## src/rtl/fsk.sv

```systemverilog
// Binary FSK modulator: serializes data_in MSB-first, slow square tone for '0', fast for '1'.
// Latency: data_out is registered, one clock after the edge it reflects; no backpressure, free-running.
module fsk #(
    parameter int WIDTH      = 16,
    parameter int BIT_CYCLES = 16,
    parameter int HALF0      = 4,
    parameter int HALF1      = 2
) (
    input  logic             clk,
    input  logic             rst,
    input  logic [WIDTH-1:0] data_in,
    output logic             data_out
);

    localparam int KW = (BIT_CYCLES > 1) ? $clog2(BIT_CYCLES) : 1;
    localparam int SW = (WIDTH > 1) ? $clog2(WIDTH) : 1;

    // Frame counter kept as (slot, k) so no divider is needed on fc itself.
    logic [KW-1:0]    k;
    logic [SW-1:0]    slot;
    logic [WIDTH-1:0] word;

    logic             frame_start;
    logic             k_last;
    logic             slot_last;
    logic [SW-1:0]    bit_idx;
    logic             b;
    logic [31:0]      k32;
    logic             tone;

    always_comb begin
        frame_start = (k == '0) && (slot == '0);
        k_last      = (k == KW'(BIT_CYCLES - 1));
        slot_last   = (slot == SW'(WIDTH - 1));
        bit_idx     = SW'(WIDTH - 1) - slot;
        // The word register is not yet loaded on the capture edge, so bypass it.
        b           = frame_start ? data_in[WIDTH-1] : word[bit_idx];
        k32         = 32'(k);
        if (b) begin
            tone = ((k32 / HALF1) % 32'd2) == 32'd0;
        end else begin
            tone = ((k32 / HALF0) % 32'd2) == 32'd0;
        end
    end

    always_ff @(posedge clk) begin
        if (rst) begin
            data_out <= 1'b0;
            k        <= '0;
            slot     <= '0;
            word     <= '0;
        end else begin
            data_out <= tone;
            if (frame_start) begin
                word <= data_in;
            end
            if (k_last) begin
                k    <= '0;
                slot <= slot_last ? '0 : slot + 1'b1;
            end else begin
                k    <= k + 1'b1;
            end
        end
    end

endmodule

```

## config.mk

```make
export PLATFORM = sky130hd
export DESIGN_NAME = fsk
export DESIGN_NICKNAME = d
export VERILOG_FILES = /design/src/rtl/fsk.sv
export SDC_FILE = /design/constraint.sdc
export NUM_CORES = 1
export LEC_CHECK = 0
export CORE_MARGIN = 5
export CORE_UTILIZATION = 40
export CTS_CLUSTER_SIZE = 12
export DETAILED_ROUTE_END_ITERATION = 10
export GPL_ROUTABILITY_DRIVEN = 0
export HOLD_SLACK_MARGIN = 0.15
export PLACE_DENSITY_LB_ADDON = 0.08
export SLEW_MARGIN = 20
export SYNTH_ARGS = -nofsm -noshare
export SYNTH_HDL_FRONTEND = slang
export SYNTH_SLANG_ARGS = --single-unit
export TNS_END_PERCENT = 100
```

## constraint.sdc

```tcl
create_clock -name clk -period 2.65 [get_ports clk]
set_clock_uncertainty 0.2 [all_clocks]
set_input_delay 0.3975 -clock clk [delete_from_list [all_inputs] [get_ports clk]]
set_output_delay 0.3975 -clock clk [all_outputs]
set_load 0.05 [all_outputs]
```

# Word-level counts from Yosys, hierarchy flattened
# Index checks and enable logic that the tools add are counted.
[op_classes]
n_mux = 5
n_shift = 0
n_div = 0
n_reduce_logical = 6
magnitude_cmp = 1
addsub = 3
n_mul = 0
eq_ne = 2
n_bitwise = 0
[ops]
columns = ["cell", "n"]
rows = [
  ["logical NOT 32 bit", 2],
  ["adder 4 x 1 -> 4 bit, second input constant", 2],
  ["equality test 4 bit, second input constant", 2],
  ["logical NOT 4 bit", 2],
  ["< comparator 4 x 5 -> 1 bit, second input constant", 1],
  ["binary-select mux 1 bit (select 4 bit)", 1],
  ["2-to-1 mux 4 bit", 1],
  ["subtractor 4 bit, first input constant", 1],
  ["2-to-1 mux 1 bit", 3],
  ["OR reduction 2 bit", 1],
  ["logical AND 1 bit", 1],
]
[totals]
in_bits = 18
romBits = 0
wordCells = 21
latch_bits = 0
out_inout_bits = 1
regBits = 25
memories = 0
ramBits = 0

# Depth between registers and ports, before layout
# Gate-level depths: netlist of the first run.
[depth]
ltp_word = 5
mapped_depth = 8
mapped_depth_nobuf = 6

# Worst setup path before layout of the first run
# OpenSTA, ideal clock, no wires.
[synth_path]
path_type = "register to register"
start = "register slot[0]"
end = "register data_out"
path_slack_ns = 0.812
arrival_time_ns = 1.514
setup_ns = 0.123
period_less_slack_ns = 1.838
path_buffers = 1
path_stages_with_launch = 7
t_required_ns = 2.327
cell_sequence = "dfxtp_1 buf_6 mux4_2 nand2b_1 nand4_1 o211ai_2 mux2_1"
[synth_via]
elab_chain_cells = 5
word_cells_on_any_way = 7
cone_classes = "add/sub: 1; mux: 4; reduce/logical: 2"
[synth_rtl]
columns = ["element", "line_no", "rtl"]
rows = [
  ["start: declaration", "20", "logic [SW-1:0] slot;"],
  ["start signal: assignment", "59", "slot <= slot_last ? '0 : slot + 1'b1;"],
  ["subtractor 4 bit", "35", "bit_idx = SW'(WIDTH - 1) - slot;"],
  ["binary-select mux 1 bit (select 4 bit)", "37", "b = frame_start ? data_in[WIDTH-1] : word[bit_idx];"],
  ["2-to-1 mux 1 bit (implied by the code)", "37", ""],
  ["2-to-1 mux 1 bit (*)", "37", ""],
  ["2-to-1 mux 1 bit (*)", "39", "if (b) begin"],
  ["end signal: assignment", "53", "data_out <= tone;"],
  ["end: declaration", "12", "output logic data_out"],
]
# Every way passes the cells marked *; elsewhere a longest branch is shown, timed or not. The select of a mux whose other input is x is not followed.
# A chain may end at the register's enable or synchronous reset.

# Final worst setup path of the first run
# Same ends and word-level chain as after synthesis.

==> results of run 1 <==
## logic make-up after synthesis
kind of cell | Yosys count | share of synthesized area [%]
simple gates | 56 | 21.9
compound gates | 28 | 14.3
flops | 25 | 42.8
buf+inv | 15 | 6.20
mux | 7 | 8.98
fa+ha+maj | 4 | 4.28
xor+xnor | 2 | 1.50
## final cells by class
cell class | count | area [sq um] | area share [%]
Tap cell | 31 | 38.8 | 2.83
Sequential cell | 25 | 500 | 36.5
Clock inverter | 1 | 5.00 | 0.365
Multi-Input combinational cell | 97 | 597 | 43.6
Inverter | 5 | 18.8 | 1.37
Timing Repair Buffer | 19 | 188 | 13.7
Clock buffer | 3 | 22.5 | 1.64
## layer usage
| metal | up-vias | GRT usage, % | wire length [um] |
|---|---|---|---|
| met5 | - | 0 | 0 |
| met4 | 0 | 1.56 | 14 |
| met3 | 2 | 4.38 | 83 |
| met2 | 15 | 21.2 | 1180 |
| met1 | 434 | 14.2 | 1050 |
| li1 | 486 | - | - |
## synthesized netlist by cell type, types with 2 or more instances
cell type  count  area [sq um]
inv_1          5          18.8
nor2_1         9          33.8
nand3_1        2          10.0
mux2_2         3          33.8
a31oi_1        3          18.8
clkbuf_1       4          15.0
nand2_1       35           131
dfxtp_1       25           500
mux4_2         2          45.0
buf_2          4          20.0
xnor2_1        2          17.5
a21oi_1       20           100
ha_1           4          50.1
## state kept, by name (all words and copies together) (netlist names)
| name | flops |
|---|---|
| slot | 4 |
| k | 4 |
| word | 16 |
| data_out | 1 |
## worst min path at each step
stage | startpoint | end
after floorplan | word[2] | word[2]
after global placement | word[0] | word[0]
final | word[12] | word[12]
after global routing | word[2] | word[2]
after CTS | word[12] | word[12]
after detailed placement | word[12] | word[12]
## critical path: stages, from the launching register on
cell	delay (ns)
dfxtp_1	0.60
inv_1	0.13
ha_1	0.26
nand4_4	0.23
nand4_1	0.14
o211ai_2	0.10
mux2_1	0.33
## cell usage in the layout (no fill, tap or decap), types with 2 or more instances in the layout
cell	count
nand3_1	2
clkdlybuf4s50_1	18
nor2_1	9
nand2_1	35
mux2_2	3
ha_1	4
a31oi_1	3
clkbuf_4	3
a21oi_1	20
inv_1	5
mux4_2	2
xnor2_1	2
dfxtp_1	25
## power groups by stage
stage	logic, mW	clock network, mW	registers, mW
5_1_grt	0.157	0.197	0.428
2_1_floorplan	0.0877	0	0.436
3_3_place_gp	0.137	0	0.433
3_5_place_dp	0.142	0	0.432
4_1_cts	0.142	0.175	0.424
6_report	0.139	0.165	0.423
==> reports/metrics.csv, run 1 <==
metric;value;unit
R2R cell count;6;
worst slew pin tran;0.594;ns
clock period minus worst slack;2.08;ns
total power;0.727;mW
max-capacitance violation count;0;
Worst Hold Class;register to register;
Clock Sinks;25;
YS warnings;0;
Post-DP HPWL;1770;um
Syn Nets;159;
die area;4110;sq um
Setup violations, final;0;
FP Rows;19;
outcome;finished, final reports clean;
worst-path maximum fanout;19;
share of layout cells above drive strength 1;10.0;%
first-pass GRT wire length;4050;um
I/O pin count;19;
Leak;0.523;nW
Power Internal;0.528;mW
# fillers;266;
PD cells;531;nW/um^2
FF-to-FF setup slack;0.57;ns
RSZ-0062 raised after global routing;false;
WS Path Type;register to register;
Die Y;64.1;um
Final TNS setup;0;ns
CP arrival;2.10;ns
WL/cell;12.8;um
async set-reset flop share out of synthesis;0;%
die boundary width;64.1;um
Overflow after GRT;0;
final instance area;1370;sq um
Area growth syn-to-layout;17.1;%
initial antenna violation count;0;
wirelength, routed;2320;um
Post-Layout Cell Count;181;
f_max;0.481;GHz
Vias/cell;5.18;
Worst R2R End;data_out;
antenna cells;0;
# Post-CTS Setup Buffers;0;
clk root buf;clkbuf_4;
P_sw;0.199;mW
CP endpoint;data_out;
total CTS buffers;3;
Seq cells post-synth;25;
gr usage total;12.0;%
synthesized cell area;1170;sq um
via count;937;
final hold vios;0;
vias in the first global route;937;
PostCTS Resize Cnt;0;
Initial DRC Count;19;
worst hold slack;0.266;ns
Comb pwr share;19.2;%
Main synth FF type;dfxtp_1;
crit path from;slot[0];
worst IR drop on VDD;0.360;mV
Skew-Pair Late Insertion Delay;0.31;ns
Seq/Total Area, Yosys;42.8;%
syn avg cell area;8.54;sq um
sequential share of power;58.2;%
Std-Cell Core Area;2780;sq um
Nets;173;
Routed Antenna Nets;0;
Final Util;49.3;%
Slew Limit Fails;0;
Placed Cells;177;
DRC;0;
Rel. slew slack;60.4;%
final cycle utilization of the critical path;78.5;%
Clk pin slew, worst setup/hold paths;0.13;ns
Critical Path RT;2.67;ns
# port buffers;18;
worst setup margin;0.571;ns
DRT Pass-1 Iters;4;
Clock Tree Buf Depth;2;
largest net degree at the start of global routing;20;
Synth Instances;137;
area of placed instances;1340;sq um
Worst Setup Start Kind;register;
cts hold-fix bufs;0;
switch share;27.3;%
starting density of the core;42.1;%
CTS tree;done;
EDFF count, synth;0;
Clk pwr share;22.6;%
pre-CTS setup slack;0.539;ns
library cells used by synthesis;32;
CTS HTree Levels;1;
Worst Hold Depth;2;
origin of the critical flop-to-flop path;slot[0];
Setup crit end kind;register;
No activity file was read; power rests on OpenSTA's default activity.
==> inputs of run 2 (changes only) <==
clock period = 1.9 ns   (was 2.65 ns; I/O delays follow)
==> run 2 against run 1 <==
First-iteration DRC count rose to 2.6 times the previous value. Clock power rose by 46%. Routed wire length fell by 0.77%. Non-clock buffer count is 7 higher. Clock-buffer cell count unchanged. Final cell count rose by 3.9%. Fmax rose by 10%. Highest routed layer unchanged. Critical path type unchanged.
==> reports/metrics.csv, run 2 (synthesized netlist as in run 1, its figures left out) <==
metric;value;unit;change
starting density of the core;42.1;%;unchanged
Clk pwr share;22.9;%;was 22.6%
Die Y;64.1;um;unchanged
Routed Antenna Nets;0;;unchanged
first-pass GRT wire length;3950;um;was 4050 um
initial antenna violation count;0;;unchanged
Skew-Pair Late Insertion Delay;0.32;ns;was 0.31 ns
Area growth syn-to-layout;24.2;%;was 17.1%
most frequent cells in the layout;35 x nand2_1, 24 x dfxtp_1, 20 x a21oi_1;;was 35 x nand2_1, 25 x dfxtp_1, 20 x a21oi_1
total CTS buffers;3;;unchanged
crit path from;slot[0];;unchanged
CTS HTree Levels;1;;unchanged
# Post-CTS Setup Buffers;0;;unchanged
max incr delay on CP;0.38;ns;was 0.60 ns
Buf/Inv on CP;1;;unchanged
Vias/cell;4.94;;was 5.18
clk root buf;clkbuf_4;;unchanged
Rel. slew slack;77.9;%;was 60.4%
R2R cell count;6;;unchanged
Setup crit end kind;register;;unchanged
final hold vios;0;;unchanged
final instance area;1450;sq um;was 1370 sq um
FP Rows;19;;unchanged
switch share;27.6;%;was 27.3%
worst hold slack;0.260;ns;was 0.266 ns
cts hold-fix bufs;0;;unchanged
Comb pwr share;21.2;%;was 19.2%
Worst Setup Start Kind;register;;unchanged
Overflow after GRT;0;;unchanged
antenna cells;0;;unchanged
Final Util;52.2;%;was 49.3%
register bank with the most flops;word;;unchanged
gr usage total;12.1;%;was 12.0%
register area;502;sq um;was 500 sq um
CP arrival;1.91;ns;was 2.10 ns
PD cells;726;nW/um^2;was 531 nW/um^2
P_sw;0.291;mW;was 0.199 mW
DRT Pass-1 Iters;4;;unchanged
Power Internal;0.763;mW;was 0.528 mW
multi-input logic area;601;sq um;was 597 sq um
Leak;0.568;nW;was 0.523 nW
FF-to-FF setup slack;0.01;ns;was 0.57 ns
share of layout cells above drive strength 1;15.9;%;was 10.0%
Std-Cell Core Area;2780;sq um;unchanged
CP endpoint;data_out;;unchanged
cell with the largest stage delay on the worst path;dfxtp_2;;was dfxtp_1
outcome;finished, final reports clean;;unchanged
WL/cell;12.3;um;was 12.8 um
Worst Hold Class;register to register;;unchanged
total power;1.05;mW;was 0.727 mW
Setup violations, final;0;;unchanged
max-capacitance violation count;0;;unchanged
f_max;0.530;GHz;was 0.481 GHz
Worst R2R End;data_out;;unchanged
clock period minus worst slack;1.89;ns;was 2.08 ns
CP Cell Sequence;buf_12, mux2_4, a221oi_2, nand3_1, o211ai_2, mux2_4;;was inv_1, ha_1, nand4_4, nand4_1, o211ai_2, mux2_1
# fillers;253;;was 266
Clock Sinks;25;;unchanged
Clk pin slew, worst setup/hold paths;0.14;ns;was 0.13 ns
origin of the critical flop-to-flop path;slot[0];;unchanged
final cycle utilization of the critical path;99.2;%;was 78.5%
cell depth of the worst setup path;6;;unchanged
WS Path Type;register to register;;unchanged
DRC;0;;unchanged
Critical Path RT;1.92;ns;was 2.67 ns
via count;928;;was 937
Slew Limit Fails;0;;unchanged
area of placed instances;1420;sq um;was 1340 sq um
worst-path maximum fanout;9;;was 19
worst IR drop on VDD;0.558;mV;was 0.360 mV
worst slew pin tran;0.330;ns;was 0.594 ns
I/O pin count;19;;unchanged
# port buffers;18;;unchanged
sequential share of power;56.0;%;was 58.2%
Initial DRC Count;49;;was 19
die area;4110;sq um;unchanged
die boundary width;64.1;um;unchanged
Clock Tree Buf Depth;2;;unchanged
wirelength, routed;2310;um;was 2320 um
commonest non-fill, non-tap cell in the layout;nand2_1;;unchanged
Post-DP HPWL;1780;um;was 1770 um
Nets;180;;was 173
Largest register FFs;16;;unchanged
Largest regs;word x16, k x4, slot x4;;unchanged
vias in the first global route;893;;was 937
Final TNS setup;0;ns;unchanged
Top delay family on crit path;multiplexers;;was flip-flops
cell repeated most along the worst path;mux2_4;;
RSZ-0062 raised after global routing;true;;was false
largest net degree at the start of global routing;17;;was 20
CTS tree;done;;unchanged
[run 2: cell count changes in the layout (fill, tap and decap cells not counted), sizes merged]
cell,delta
buf,+8
clkdlybuf4s50,-1
clkinv,-1
clkinvlp,+1
[run 2: through the flow]
step,setup slack [ns],std cells
3_5_place_dp,-0.0156,184
2_1_floorplan,0.0625,137
3_3_place_gp,0.0106,184
5_1_grt,-0.0510,188
4_1_cts,0.00295,188
6_report,0.0149,188
[run 2: how the worst min path moves through the flow]
stage / start / endpoint / depth (start not counted)
after detailed placement: word[1] / word[1] / 2
after floorplan: data_in[0] / word[0] / 2
after global routing: data_in[0] / word[0] / 3
after global placement: word[1] / word[1] / 2
after CTS: word[1] / word[1] / 2
final: word[1] / word[1] / 2
[run 2: final cells by class]
type	instances	area share (%)
clock buffer	3	1.55
clock inverter	1	0.517
inverter	5	1.29
multi-input combinational	97	41.3
sequential	25	34.5
tap	31	2.67
timing repair buffer	26	18.1
[run 2: power by group through the flow]
stage	registers, mW	clock network [mW]	logic [mW]
floorplan	0.609	0	0.122
global placement	0.604	0	0.215
detailed placement	0.603	0	0.220
CTS	0.591	0.257	0.225
global route	0.596	0.277	0.248
finish	0.590	0.241	0.223
[run 2: per-layer routing]
| layer | routed length (um) | vias to the layer above | track usage [%] |
|---|---|---|---|
| li1 | - | 502 | - |
| met5 | 0 | - | 0 |
| met1 | 1090 | 407 | 15.0 |
| met2 | 1070 | 14 | 19.6 |
| met4 | 27 | 0 | 3.90 |
| met3 | 113 | 5 | 4.03 |
[run 2: timing repair]
| action | CTS | global route |
|---|---|---|
| resized for setup | 2 | 0 |
| endpoints found under the setup margin | 1 | 1 |
| gates cloned | 0 | 0 |
| pin swaps | 1 | 2 |
[run 2: worst register-to-register path: cells and delay by family (launching register included)]
family,cells,cell delay [ns]
AOI/OAI and AO/OA,2,0.34
DFF,1,0.38
buffers and inverters,1,0.13
muxes,2,0.61
and+or+nand+nor,1,0.12
